<file path="config.mk">
export PLATFORM = sky130hd
export DESIGN_NAME = mem_wb_stage
export DESIGN_NICKNAME = d
export VERILOG_FILES = /design/src/rtl/mem_wb_stage.sv
export SDC_FILE = /design/constraint.sdc
export NUM_CORES = 1
export LEC_CHECK = 0
export CAP_MARGIN = 10
export CORE_MARGIN = 5
export CORE_UTILIZATION = 51
export CTS_BUF_LIST = sky130_fd_sc_hd__clkbuf_4 sky130_fd_sc_hd__clkbuf_8
export DETAILED_ROUTE_END_ITERATION = 8
export GPL_TIMING_DRIVEN = 0
export HOLD_SLACK_MARGIN = 0.06
export PLACE_DENSITY = 0.83
export SETUP_SLACK_MARGIN = 0.5
export SLEW_MARGIN = 5
export SYNTH_ARGS = -nofsm -noshare
export SYNTH_HDL_FRONTEND = slang
export SYNTH_SLANG_ARGS = --single-unit
</file>
<file path="constraint.sdc">
create_clock -name clock -period 7 [get_ports clock]
set_clock_uncertainty 0.05 [all_clocks]
set_input_delay 2.1 -clock clock [delete_from_list [all_inputs] [get_ports clock]]
set_output_delay 2.1 -clock clock [all_outputs]
set_load 0.02 [all_outputs]
</file>
<file path="src/rtl/mem_wb_stage.sv">
// MEM->WB pipeline register built as a 2-entry skid buffer; optional MEM_WB_STAGE_R0_FILTER_EN drops writes to r0.
// Latency: one cycle from push into an empty stage to out_valid.
// Backpressure: in_ready is registered (occupancy < 2) and never depends combinationally on out_ready.
module mem_wb_stage #(
  parameter int DATA_WIDTH     = 32,
  parameter int REG_ADDR_WIDTH = 5
) (
  input  logic                      clock,
  input  logic                      reset,
  input  logic                      in_valid,
  output logic                      in_ready,
  input  logic [DATA_WIDTH-1:0]     in_mem_data,
  input  logic [DATA_WIDTH-1:0]     in_alu_result,
  input  logic [REG_ADDR_WIDTH-1:0] in_reg_dest,
  input  logic                      in_reg_write,
  input  logic                      in_mem_to_reg,
  input  logic                      flush,
  output logic                      out_valid,
  input  logic                      out_ready,
  output logic [DATA_WIDTH-1:0]     out_mem_data,
  output logic [DATA_WIDTH-1:0]     out_alu_result,
  output logic [REG_ADDR_WIDTH-1:0] out_reg_dest,
  output logic                      out_reg_write,
  output logic                      out_mem_to_reg,
  output logic [DATA_WIDTH-1:0]     wb_data,
  output logic [1:0]                occupancy
);

  typedef struct packed {
    logic [DATA_WIDTH-1:0]     mem_data;
    logic [DATA_WIDTH-1:0]     alu_result;
    logic [REG_ADDR_WIDTH-1:0] reg_dest;
    logic                      reg_write;
    logic                      mem_to_reg;
  } payload_t;

  payload_t   head_q, head_d, skid_q, skid_d, in_beat;
  logic [1:0] occ_q, occ_d;
  logic       in_ready_q, in_ready_d;
  logic       push, pop;

  always_comb begin
    in_beat.mem_data   = in_mem_data;
    in_beat.alu_result = in_alu_result;
    in_beat.reg_dest   = in_reg_dest;
    in_beat.mem_to_reg = in_mem_to_reg;
`ifdef MEM_WB_STAGE_R0_FILTER_EN
    in_beat.reg_write  = in_reg_write && (in_reg_dest != '0);
`else
    in_beat.reg_write  = in_reg_write;
`endif
  end

  assign push = in_valid && in_ready_q;
  assign pop  = (occ_q != 2'd0) && out_ready;

  // An empty head is kept zeroed so a stale entry can never assert reg_write.
  always_comb begin
    head_d = head_q;
    skid_d = skid_q;
    occ_d  = occ_q;
    if (flush) begin
      head_d = '0;
      skid_d = '0;
      occ_d  = 2'd0;
    end else begin
      case ({push, pop})
        2'b10: begin
          if (occ_q == 2'd0) head_d = in_beat;
          else               skid_d = in_beat;
          occ_d = occ_q + 2'd1;
        end
        2'b01: begin
          if (occ_q == 2'd2) head_d = skid_q;
          else               head_d = '0;
          occ_d = occ_q - 2'd1;
        end
        2'b11: begin
          if (occ_q == 2'd2) begin
            head_d = skid_q;
            skid_d = in_beat;
          end else begin
            head_d = in_beat;
          end
        end
        default: ;
      endcase
    end
    in_ready_d = (occ_d != 2'd2);
  end

  always_ff @(posedge clock or posedge reset) begin
    if (reset) begin
      head_q     <= '0;
      skid_q     <= '0;
      occ_q      <= 2'd0;
      in_ready_q <= 1'b1;
    end else begin
      head_q     <= head_d;
      skid_q     <= skid_d;
      occ_q      <= occ_d;
      in_ready_q <= in_ready_d;
    end
  end

  assign in_ready       = in_ready_q;
  assign occupancy      = occ_q;
  assign out_valid      = (occ_q != 2'd0);
  assign out_mem_data   = head_q.mem_data;
  assign out_alu_result = head_q.alu_result;
  assign out_reg_dest   = head_q.reg_dest;
  assign out_reg_write  = head_q.reg_write;
  assign out_mem_to_reg = head_q.mem_to_reg;
  assign wb_data        = head_q.mem_to_reg ? head_q.mem_data : head_q.alu_result;

endmodule
</file>
# Word-level counts from Yosys, hierarchy flattened
# Cells that the tools add are included.
# word_totals
word_cells,42
inputBits,76
latchBits,0
n_memories,0
mem_bits_ro,0
ramBits,0
out_inout_bits,107
register_bits,145
# op_classes
n_shift,0
n_reduce_logical,8
mul,0
n_eq_ne,8
bitwise_logic,0
n_div,0
n_lt_le_gt_ge,0
addsub,2
n_mux,12
# ops
cell,n
71-bit two-way mux,7
71-bit case mux with 3 select lines,1
71-bit case mux with 2 select lines,1
32-bit two-way mux,1
"3-bit inequality test, second input constant",3
"2-bit equality test, second input constant",3
2-bit case mux with 2 select lines,1
4-bit nonzero test,1
3-bit AND reduction,1
3-bit nonzero test,1
"2-bit by 1-bit adder with 2-bit output, second input constant",1
"2-bit by 1-bit equality test with 1-bit output, second input constant",1
1-bit logical AND,2
2-bit zero test,1
2-bit two-way mux,1
"2-bit inequality test, second input constant",1
2-bit AND reduction,1
2-bit nonzero test,1
"2-bit by 1-bit subtractor with 2-bit output, second input constant",1

# Longest topological paths before layout
# Gate-level depths: netlist (run 1).
# logic_depth
word_depth,6
ltp_mapped,7

# Worst setup path before layout (run 1)
# Ideal clock, no wire load.
# synth_path
path_kind,register -> output
from,"reg head_q, in the netlist out_mem_to_reg"
to,out wb_data[22]
path_stages_with_launch,4
arrival_time_ns,1.430
t_required_ns,4.850
path_slack_ns,3.420
cell_sequence,dfrtp_1 clkbuf_1 clkbuf_1 mux2_2
# synth_via
elab_chain_len,1
# synth_rtl
item,line,text
from (decl),37,"payload_t head_q, head_d, skid_q, skid_d, in_beat;"
from (signal assigned),94,head_q <= '0;
from (signal assigned),99,head_q <= head_d;
32-bit two-way mux,114,assign wb_data = head_q.mem_to_reg ? head_q.mem_data : head_q.alu_result;
to (decl),25,"output logic [DATA_WIDTH-1:0] wb_data,"
# Every way passes these cells.

# Worst setup path in the final report (run 1)
# layout_path
from,"reg head_q, in the netlist out_mem_to_reg"
to,out wb_data[24]
# Same word-level chain as after synthesis.

==> summary.md, run 1 <==
| Metric | Value |
|---|---|
| Worst reg-to-reg setup slack | `4.74 ns` |
| Final setup vio count | `0` |
| Cells after Synth | `702` |
| Final period util | `70.7%` |
| FF+latch area | `3630 sq um` |
| CTS Sinks | `145` |
| Crit path kind | `register to primary output` |
| Async SR Flop Fraction | `100%` |
| Cts hold-fix bufs | `0` |
| Initial Util | `51.7%` |
| Area of the multi-input gates | `3080 sq um` |
| R2R cell count | `6` |
| Die Wd | `128 microns` |
| Hold worst-path end | `skid_q[19]` |
| Worst hold-check path type | `register to register` |
| Synth top area share | `50.6%` |
| CTS clock-pin slew for the worst setup and hold paths | `0.08 ns` |
| Max stage delay on crit path | `0.58 ns` |
| Starting DRT DRC Count | `769` |
| Mapped Area | `7120 sq um` |
| Number of global-route vias before repair | `6391` |
| Top FF cell, synth | `dfrtp_1` |
| Vias/cell | `6.08` |
| First-pass GRT wire length | `36000 microns` |
| DR pass1 iterations | `6` |
| CTS resizes | `0` |
| Hold Vio Cnt, Final | `0` |
| PortBufs | `182` |
| Crit path cell chain | `clkbuf_1, clkbuf_1, mux2_2, clkdlybuf4s50_1` |
| Synth cell types | `30` |
| Post-CTS Setup Bufs | `0` |
| Clock tree buffer depth | `2` |
| Worst skew pair latency | `0.46 ns` |
| GP Congestion | `0.880` |
| Startpoint types | `register` |
| Critical R2R Launch | `occupancy[0]` |
| Most used cell, CP | `clkbuf_1` |
| RSZ-0062 raised after global routing | `false` |
| Slew Viols, Final | `0` |
| Register area share after synthesis | `51.0%` |
| Finished layout cell area | `9610 sq um` |
| Crit-path max FO | `10` |
| Slew HR | `54.1%` |
| Syn_nets | `778` |
| Achievable Freq | `0.202 GHz` |
| Crit-path slowest cell | `clkbuf_1` |
| Initial antenna violation count | `0` |
| Total grt overflow | `0` |
| Hold path start | `skid_q[19]` |
| Max reg flops | `71` |
| Final Routed Wirelength | `23300 microns` |
| Vias | `6670` |
| Crit end category | `primary output` |
| FF+latch count, synth | `145` |
| Synth area leaders | `dfrtp_1 51%, a22o_1 8.7%, a22oi_1 7.5%` |
| # diodes | `0` |
| Wire per inst | `21.3 microns` |
| CTS tree | `built` |
| Commonest cells in the netlist | `144 x dfrtp_1, 73 x nor2_1, 72 x nor3_1` |
| Slew @ Worst Pin | `0.689 ns` |
| IR drop worst, VDD | `0.000138 V` |
| Arr. time, crit path | `2.80 ns` |
| Final net count | `980` |
| Most frequent cell after synthesis | `dfrtp_1` |
| Placed cell areas | `9200 sq um` |
| Hold_ws | `0.458 ns` |
| FILL cells | `1083` |
| Row Count | `43` |
| Area growth, synth to finish | `35.0%` |
| Most flops, register | `skid_q` |
| Hold depth | `1` |
| Fin crit period | `4.95 ns` |
| H-tree levels | `4` |
| Syn avg cell area | `10.1 sq um` |
| Cell Pwr Density | `239 nW/um^2` |
| Maxcap violations | `0` |
| Residual DRC | `0` |
| Clk root buf | `clkbuf_8` |
| Leading area contributor after synthesis | `dfrtp_1` |
| Die ar. | `16400 sq um` |
| CTS buffer count | `17` |
| Share of cells above drive strength 1 | `11.7%` |
| Ports | `183` |
| Post-DP HPWL | `16600 microns` |
| Final core utilization | `69.7%` |
| Leakage | `4.33 nW` |
| Largest net degree at the start of global routing | `79` |
| Worst path required time | `4.85 ns` |
| Post-synth EDFFs | `0` |
| Final ANT Viol Nets | `0` |
| Syn. warnings | `0` |
| Worst reg2reg path endpoint | `skid_q[3]` |
| Tot GR Track Use | `28.3%` |
| Die Ht | `128 microns` |
| Outcome | `finished clean` |
| Core Area | `13800 sq um` |
[power breakdown]
group / switching, mW / internal [mW] / leakage, nW
registers: 0.0667 / 0.904 / 1.95
clock network: 0.325 / 0.360 / 0.201
logic: 0.348 / 0.293 / 2.18
total: 0.740 / 1.56 / 4.33
[worst max path at each step]
stage | from | to | slack, ns | depth (start not counted)
3_3_place_gp | reset | out_mem_data[27] | -1.01 | 2
5_1_grt | out_mem_to_reg | wb_data[28] | 1.94 | 4
6_report | out_mem_to_reg | wb_data[24] | 2.05 | 4
2_1_floorplan | reset | occupancy[0] | 0.96 | 1
4_1_cts | out_mem_to_reg | wb_data[24] | 2.05 | 4
3_5_place_dp | out_mem_to_reg | wb_data[24] | 2.59 | 4
[layout make-up]
cell class	instances	area share [%]
Sequential cell	145	37.8
Multi-Input combinational cell	480	32.1
Timing Repair Buffer	183	19.2
Buffer	75	4.14
Clock buffer	23	3.16
Tap cell	180	2.34
Clock inverter	9	1.09
Inverter	2	0.130
[placed cells by master, fill, tap and decap left out, types with 2 or more instances in the layout]
cell | Yosys | layout
a21oi_2 | 2 | 2
a22o_1 | 71 | 71
a22oi_1 | 71 | 71
buf_1 | 2 | 2
buf_2 | 21 | 21
buf_4 | 10 | 10
buf_6 | 7 | 7
bufinv_16 | 0 | 2
clkbuf_1 | 35 | 35
clkbuf_4 | 0 | 2
clkbuf_8 | 0 | 21
clkdlybuf4s50_1 | 0 | 182
clkinv_2 | 0 | 3
clkinvlp_4 | 0 | 4
dfrtp_1 | 144 | 144
mux2_2 | 32 | 32
nand2_1 | 3 | 3
nand2b_1 | 2 | 2
nor2_1 | 73 | 73
nor2b_1 | 71 | 71
nor3_1 | 72 | 72
o21ai_0 | 71 | 71
[stage by stage]
| stage | std cells | power [mW] | worst slack [ns] | setup TNS [ns] |
|---|---|---|---|---|
| after floorplan | 702 | 1.31 | 0.957 | 0 |
| after global placement | 1064 | 1.61 | -1.01 | -142.65 |
| after detailed placement | 1065 | 1.62 | 2.59 | 0 |
| after CTS | 1097 | 2.30 | 2.05 | 0 |
| after global routing | 1097 | 2.39 | 1.94 | 0 |
| final | 1097 | 2.30 | 2.05 | 0 |
[per-layer routing]
layer  GRT usage [%]  routed length [microns]  vias up
li1                -                        -     2945
met1            39.6                     9630     3289
met2            43.3                    10800      398
met3            7.38                     2350       38
met4            9.18                      541        0
met5               0                        0        -
[logic make-up (layout without fill, tap and decap cells)]
family | count (synthesis) | after routing | synth area share [%]
AOI/OAI and AO/OA | 220 | 220 | 21.9
and+or+nand+nor | 226 | 226 | 16.0
xor gates and xnor gates | 1 | 1 | 0.123
muxes | 33 | 33 | 5.20
DFF | 145 | 145 | 51.0
buffers and inverters | 77 | 292 | 5.70
[worst max-delay path: cells and delay by family, from the launching register on]
kind	cells	cell delay (ns)
buf+inv	3	1.52
flops	1	0.39
mux	1	0.42
(Power assumes the default switching activity.)
==> run 2: changes to the inputs <==
==> constraint.sdc (replaced) <==
create_clock -name clock -period 4.68 [get_ports clock]
set_clock_uncertainty 0.05 [all_clocks]
set_input_delay 1.404 -clock clock [delete_from_list [all_inputs] [get_ports clock]]
set_output_delay 1.404 -clock clock [all_outputs]
set_load 0.02 [all_outputs]
==> summary.md, run 2 (synthesized netlist as in run 1, its figures left out) <==
| Metric | Value |
|---|---|
| Die Ht | `128 microns (unchanged)` |
| Worst skew pair latency | `0.46 ns (about the same)` |
| Max reg flops | `71 (unchanged)` |
| Final ANT Viol Nets | `0 (unchanged)` |
| Largest net degree at the start of global routing | `42 (was 79)` |
| Clock tree buffer depth | `2 (unchanged)` |
| Ports | `183 (unchanged)` |
| H-tree levels | `4 (unchanged)` |
| Share of cells above drive strength 1 | `12.1% (was 11.7%)` |
| Slew HR | `55.0% (was 54.1%)` |
| Fin crit period | `4.01 ns` |
| RSZ-0062 raised after global routing | `false (unchanged)` |
| Initial Util | `51.7% (unchanged)` |
| Crit path buffers/inverters | `3 (unchanged)` |
| Arr. time, crit path | `2.56 ns (was 2.80 ns)` |
| Maxcap violations | `0 (unchanged)` |
| Final setup vio count | `0 (unchanged)` |
| Worst hold-check path type | `register to register (unchanged)` |
| Residual DRC | `0 (unchanged)` |
| Worst path required time | `3.23 ns (was 4.85 ns)` |
| Crit path kind | `register to primary output (unchanged)` |
| CTS clock-pin slew for the worst setup and hold paths | `0.08 ns (about the same)` |
| Clk root buf | `clkbuf_8 (unchanged)` |
| PortBufs | `182 (unchanged)` |
| Starting DRT DRC Count | `909 (was 769)` |
| Final setup TNS | `0 ns (unchanged)` |
| Final net count | `983 (was 980)` |
| Total grt overflow | `0 (unchanged)` |
| Die ar. | `16400 sq um (unchanged)` |
| Post-DP HPWL | `16900 microns (was 16600 microns)` |
| CTS Sinks | `145 (unchanged)` |
| DR pass1 iterations | `6 (unchanged)` |
| Most flops, register | `skid_q (unchanged)` |
| Cts hold-fix bufs | `0 (unchanged)` |
| Leakage | `4.37 nW (was 4.33 nW)` |
| CTS buffer count | `17 (unchanged)` |
| FILL cells | `1045 (was 1083)` |
| Finished layout cell area | `9690 sq um (was 9610 sq um)` |
| Placed cell areas | `9250 sq um (was 9200 sq um)` |
| Number of global-route vias before repair | `6615 (was 6391)` |
| Core Area | `13800 sq um (unchanged)` |
| Tot GR Track Use | `28.5% (was 28.3%)` |
| Leading cell type in the layout, fill and taps excluded | `clkdlybuf4s50_1 (unchanged)` |
| GP Congestion | `0.888 (was 0.880)` |
| Final Routed Wirelength | `23400 microns (was 23300 microns)` |
| Cell Pwr Density | `362 nW/um^2 (was 239 nW/um^2)` |
| Crit-path max FO | `10 (unchanged)` |
| Max stage delay on crit path | `0.55 ns (was 0.58 ns)` |
| Die Wd | `128 microns (unchanged)` |
| Setup ws final | `0.669 ns (was 2.05 ns)` |
| CP delay by family, top | `buffers and inverters (unchanged)` |
| Outcome | `finished clean (unchanged)` |
| CTS tree | `built (unchanged)` |
| Slew Viols, Final | `0 (unchanged)` |
| Vias | `6716 (was 6670)` |
| Slew @ Worst Pin | `0.676 ns (was 0.689 ns)` |
| Vias/cell | `6.11 (was 6.08)` |
| Pre-CTS setup slack | `0.992 ns (was 2.59 ns)` |
| Row Count | `43 (unchanged)` |
| IR drop worst, VDD | `0.000201 V (was 0.000138 V)` |
| Crit path cell chain | `clkbuf_1, clkbuf_2, mux2_2, clkdlybuf4s50_1 (was clkbuf_1, clkbuf_1, mux2_2, clkdlybuf4s50_1)` |
| Crit-path slowest cell | `clkdlybuf4s50_1 (was clkbuf_1)` |
| Commonest cells after routing, fill and taps aside | `182 x clkdlybuf4s50_1, 144 x dfrtp_1, 73 x nor2_1 (unchanged)` |
| Area growth, synth to finish | `36.1% (was 35.0%)` |
| Crit end category | `primary output (unchanged)` |
| Wire per inst | `21.3 microns (about the same)` |
| Initial antenna violation count | `0 (unchanged)` |
| Final period util | `85.7%` |
| # diodes | `0 (unchanged)` |
| Achievable Freq | `0.249 GHz` |
| Startpoint types | `register (unchanged)` |
| Hold Vio Cnt, Final | `0 (unchanged)` |
| First-pass GRT wire length | `36200 microns (was 36000 microns)` |
[run 2: changes by cell type in the layout (fill, tap and decap cells not counted), sizes merged]
| cell | change |
|---|---|
| buf | +3 |
| bufinv | +1 |
| inv | -1 |
[run 2: path summary, 6_finish.rpt]
| kind | startpoint | end | slack [ns] | depth (start not counted) |
|---|---|---|---|---|
| max | out_mem_to_reg | wb_data[26] | 0.67 | 4 |
| min | skid_q[19] | skid_q[19] | 0.46 | 1 |
| max reg2reg | occupancy[0] | skid_q[23] | 2.38 | 6 |
| min reg2reg | skid_q[19] | skid_q[19] | 0.46 | 1 |
| max in group asynchronous | reset | in_ready | 2.34 | 5 |
| min in group asynchronous | reset | skid_q[51] | 1.24 | 2 |
[run 2: repair_timing]
action	in CTS	in global routing
setup endpoints to repair	2	0
setup buffers	0	0
gates resized for setup	1	0
[run 2: final cells by class]
type                    count  area (sq um)  share of cell area, %
flip-flops and latches    145          3630                   37.5
multi-input cells         480          3080                   31.8
repair buffers            186          1900                   19.6
plain buffers              75           399                   4.12
clock buffers              23           310                   3.20
well taps                 180           225                   2.32
clock inverters             9           128                   1.32
inverters                   2          11.3                  0.116
[run 2: metal layers]
layer / global-route usage, % / wire (microns) / vias up / part of all wire, %
met1: 38.8 / 9590 / 3329 / 41
li1: - / - / 2956 / -
met5: 0 / 0 / - / 0
met3: 7.29 / 2300 / 52 / 9.8
met2: 43.7 / 10700 / 379 / 45
met4: 11.5 / 882 / 0 / 3.8
[run 2: power by group]
group / leakage, nW / total, mW / internal [mW] / switching [mW]
Sequential: 1.95 / 1.45 / 1.35 / 0.0984
Combinational: 2.20 / 0.967 / 0.443 / 0.524
Clock: 0.217 / 1.08 / 0.602 / 0.483
[run 2: metrics by stage]
| stage | util (%) | power (mW) | hold WS (ns) | cells |
|---|---|---|---|---|
| floorplan | - | 1.96 | 0.424 | 702 |
| global placement | 66.6 | 2.41 | 0.438 | 1064 |
| detailed placement | 67.2 | 2.43 | 0.442 | 1068 |
| CTS | 70.3 | 3.50 | 0.462 | 1100 |
| global route | 70.3 | 3.65 | 0.474 | 1100 |
| finish | 70.3 | 3.50 | 0.462 | 1100 |
==> run 3: changes to the inputs <==
--- a/config.mk
+++ b/config.mk
@@ -6,7 +6,7 @@
 export NUM_CORES = 1
 export LEC_CHECK = 0
 export CAP_MARGIN = 10
-export CORE_MARGIN = 5
+export CORE_MARGIN = 2
 export CORE_UTILIZATION = 51
 export CTS_BUF_LIST = sky130_fd_sc_hd__clkbuf_4 sky130_fd_sc_hd__clkbuf_8
 export DETAILED_ROUTE_END_ITERATION = 8
==> summary.md, run 3 (synthesized netlist as in run 1, its figures left out) <==
| Metric | Value |
|---|---|
| Slew HR | `54.0% (was 55.0%)` |
| Final setup TNS | `0 ns (unchanged)` |
| Die Ht | `122 microns (was 128 microns)` |
| Vias | `6764 (was 6716)` |
| Final period util | `84.9% (was 85.7%)` |
| Post-DP HPWL | `16300 microns (was 16900 microns)` |
| Final net count | `983 (unchanged)` |
| IR drop worst, VDD | `0.000204 V (was 0.000201 V)` |
| Final Routed Wirelength | `23000 microns (was 23400 microns)` |
| Core Area | `13800 sq um (unchanged)` |
| Maxcap violations | `0 (unchanged)` |
| Arr. time, crit path | `2.52 ns (was 2.56 ns)` |
| PortBufs | `182 (unchanged)` |
| Outcome | `finished clean (unchanged)` |
| Starting DRT DRC Count | `839 (was 909)` |
| H-tree levels | `4 (unchanged)` |
| Cts hold-fix bufs | `0 (unchanged)` |
| # diodes | `0 (unchanged)` |
| RSZ-0062 raised after global routing | `false (unchanged)` |
| Worst path required time | `3.23 ns (about the same)` |
| CTS Sinks | `145 (unchanged)` |
| DR pass1 iterations | `8 (was 6)` |
| CTS tree | `built (unchanged)` |
| Most flops, register | `skid_q (unchanged)` |
| First-pass GRT wire length | `35700 microns (was 36200 microns)` |
| Crit path kind | `register to primary output (unchanged)` |
| Row Count | `43 (unchanged)` |
| Hold_ws | `0.459 ns (was 0.462 ns)` |
| Max reg flops | `71 (unchanged)` |
| Achievable Freq | `0.252 GHz (was 0.249 GHz)` |
| Cell Pwr Density | `369 nW/um^2 (was 362 nW/um^2)` |
| Vias/cell | `6.15 (was 6.11)` |
| Clock tree buffer depth | `2 (unchanged)` |
| Ports | `183 (unchanged)` |
| Slew @ Worst Pin | `0.689 ns (was 0.676 ns)` |
| Area growth, synth to finish | `36.7% (was 36.1%)` |
| Crit path cell chain | `clkbuf_1, clkbuf_2, mux2_2, clkdlybuf4s50_1 (unchanged)` |
| Largest net degree at the start of global routing | `40 (was 42)` |
| Leakage | `4.40 nW (was 4.37 nW)` |
| Hold Vio Cnt, Final | `0 (unchanged)` |
| CTS clock-pin slew for the worst setup and hold paths | `0.09 ns (was 0.08 ns)` |
| Tot GR Track Use | `31.7% (was 28.5%)` |
| Residual DRC | `0 (unchanged)` |
| Final ANT Viol Nets | `0 (unchanged)` |
| Final setup vio count | `0 (unchanged)` |
| Initial Util | `51.7% (unchanged)` |
| Die Wd | `122 microns (was 128 microns)` |
| Total grt overflow | `0 (unchanged)` |
| Crit-path max FO | `10 (unchanged)` |
| Max stage delay on crit path | `0.55 ns (about the same)` |
| CTS buffer count | `17 (unchanged)` |
| Slew Viols, Final | `0 (unchanged)` |
| Clk root buf | `clkbuf_8 (unchanged)` |
| GP Congestion | `0.938 (was 0.888)` |
| Initial antenna violation count | `0 (unchanged)` |
| Crit-path slowest cell | `clkdlybuf4s50_1 (unchanged)` |
| Number of global-route vias before repair | `6525 (was 6615)` |
| Commonest cells after routing, fill and taps aside | `182 x clkdlybuf4s50_1, 144 x dfrtp_1, 73 x nor2_1 (unchanged)` |
| Leading cell type in the layout, fill and taps excluded | `clkdlybuf4s50_1 (unchanged)` |
| Worst hold-check path type | `register to register (unchanged)` |
| CTS resizes | `0 (was 1)` |
| Crit end category | `primary output (unchanged)` |
| Worst skew pair latency | `0.46 ns (about the same)` |
| Die ar. | `14900 sq um (was 16400 sq um)` |
| Wire per inst | `20.9 microns (was 21.3 microns)` |
| Share of cells above drive strength 1 | `12.1% (unchanged)` |
| Post-CTS Setup Bufs | `0 (unchanged)` |
| Fin crit period | `3.98 ns (was 4.01 ns)` |
| Startpoint types | `register (unchanged)` |
## run 3: cell count changes in the layout (fill, tap and decap cells not counted)
cell        before  now
inv_6            0    1
clkinv_4         0    4
clkinv_2         3    2
clkinvlp_4       4    1
clkbuf_4         1    0
bufinv_16        3    5
clkbuf_8        22   20
## run 3: final timing paths
path	to	slack (ns)	startpoint	cells past startpoint
worst max-delay path	wb_data[26]	0.70	out_mem_to_reg	4
worst min-delay path	skid_q[67]	0.46	skid_q[67]	1
worst max register to register	skid_q[26]	2.34	occupancy[0]	6
worst min register to register	skid_q[67]	0.46	skid_q[67]	1
max in group asynchronous	out_reg_dest[1]	2.28	reset	5
min in group asynchronous	skid_q[46]	1.32	reset	2
## run 3: routing by layer
layer | part of all wire [%] | up-vias | GRT usage [%] | wire length (microns)
met2 | 46 | 436 | 49.3 | 10700
li1 | - | 2960 | - | -
met1 | 40 | 3323 | 43.4 | 9310
met5 | 0 | - | 0 | 0
met3 | 9.7 | 45 | 6.69 | 2230
met4 | 3.4 | 0 | 13.1 | 782
## run 3: report_power, final
| group | internal [mW] | switching, mW | total, mW |
|---|---|---|---|
| Sequential | 1.35 | 0.100 | 1.45 |
| Combinational | 0.443 | 0.522 | 0.966 |
| Clock | 0.681 | 0.490 | 1.17 |
## run 3: cell type report
cell class	instances	area, sq um
Inverter	2	11.3
Sequential cell	145	3630
Clock inverter	12	204
Fill cell	1042	4040
Tap cell	180	225
Multi-Input combinational cell	480	3080
Buffer	75	399
Clock buffer	20	275
Timing Repair Buffer	186	1900
## run 3: worst max-delay path: cells and delay by family (launching register included)
| kind | cells | cell delay [ns] |
|---|---|---|
| buffers and inverters | 3 | 1.28 |
| muxes | 1 | 0.38 |
| DFF | 1 | 0.41 |
## run 3: metrics by stage
step / total power [mW] / std cells / util (%) / instance area [sq um] / worst slack [ns]
floorplan: 1.96 / 702 / - / 7120 / 1.41
global placement: 2.40 / 1064 / 66.6 / 9170 / 0.170
detailed placement: 2.43 / 1068 / 67.2 / 9250 / 1.02
CTS: 3.59 / 1100 / 70.6 / 9730 / 0.510
global route: 3.72 / 1100 / 70.6 / 9730 / 0.635
finish: 3.59 / 1100 / 70.6 / 9730 / 0.705
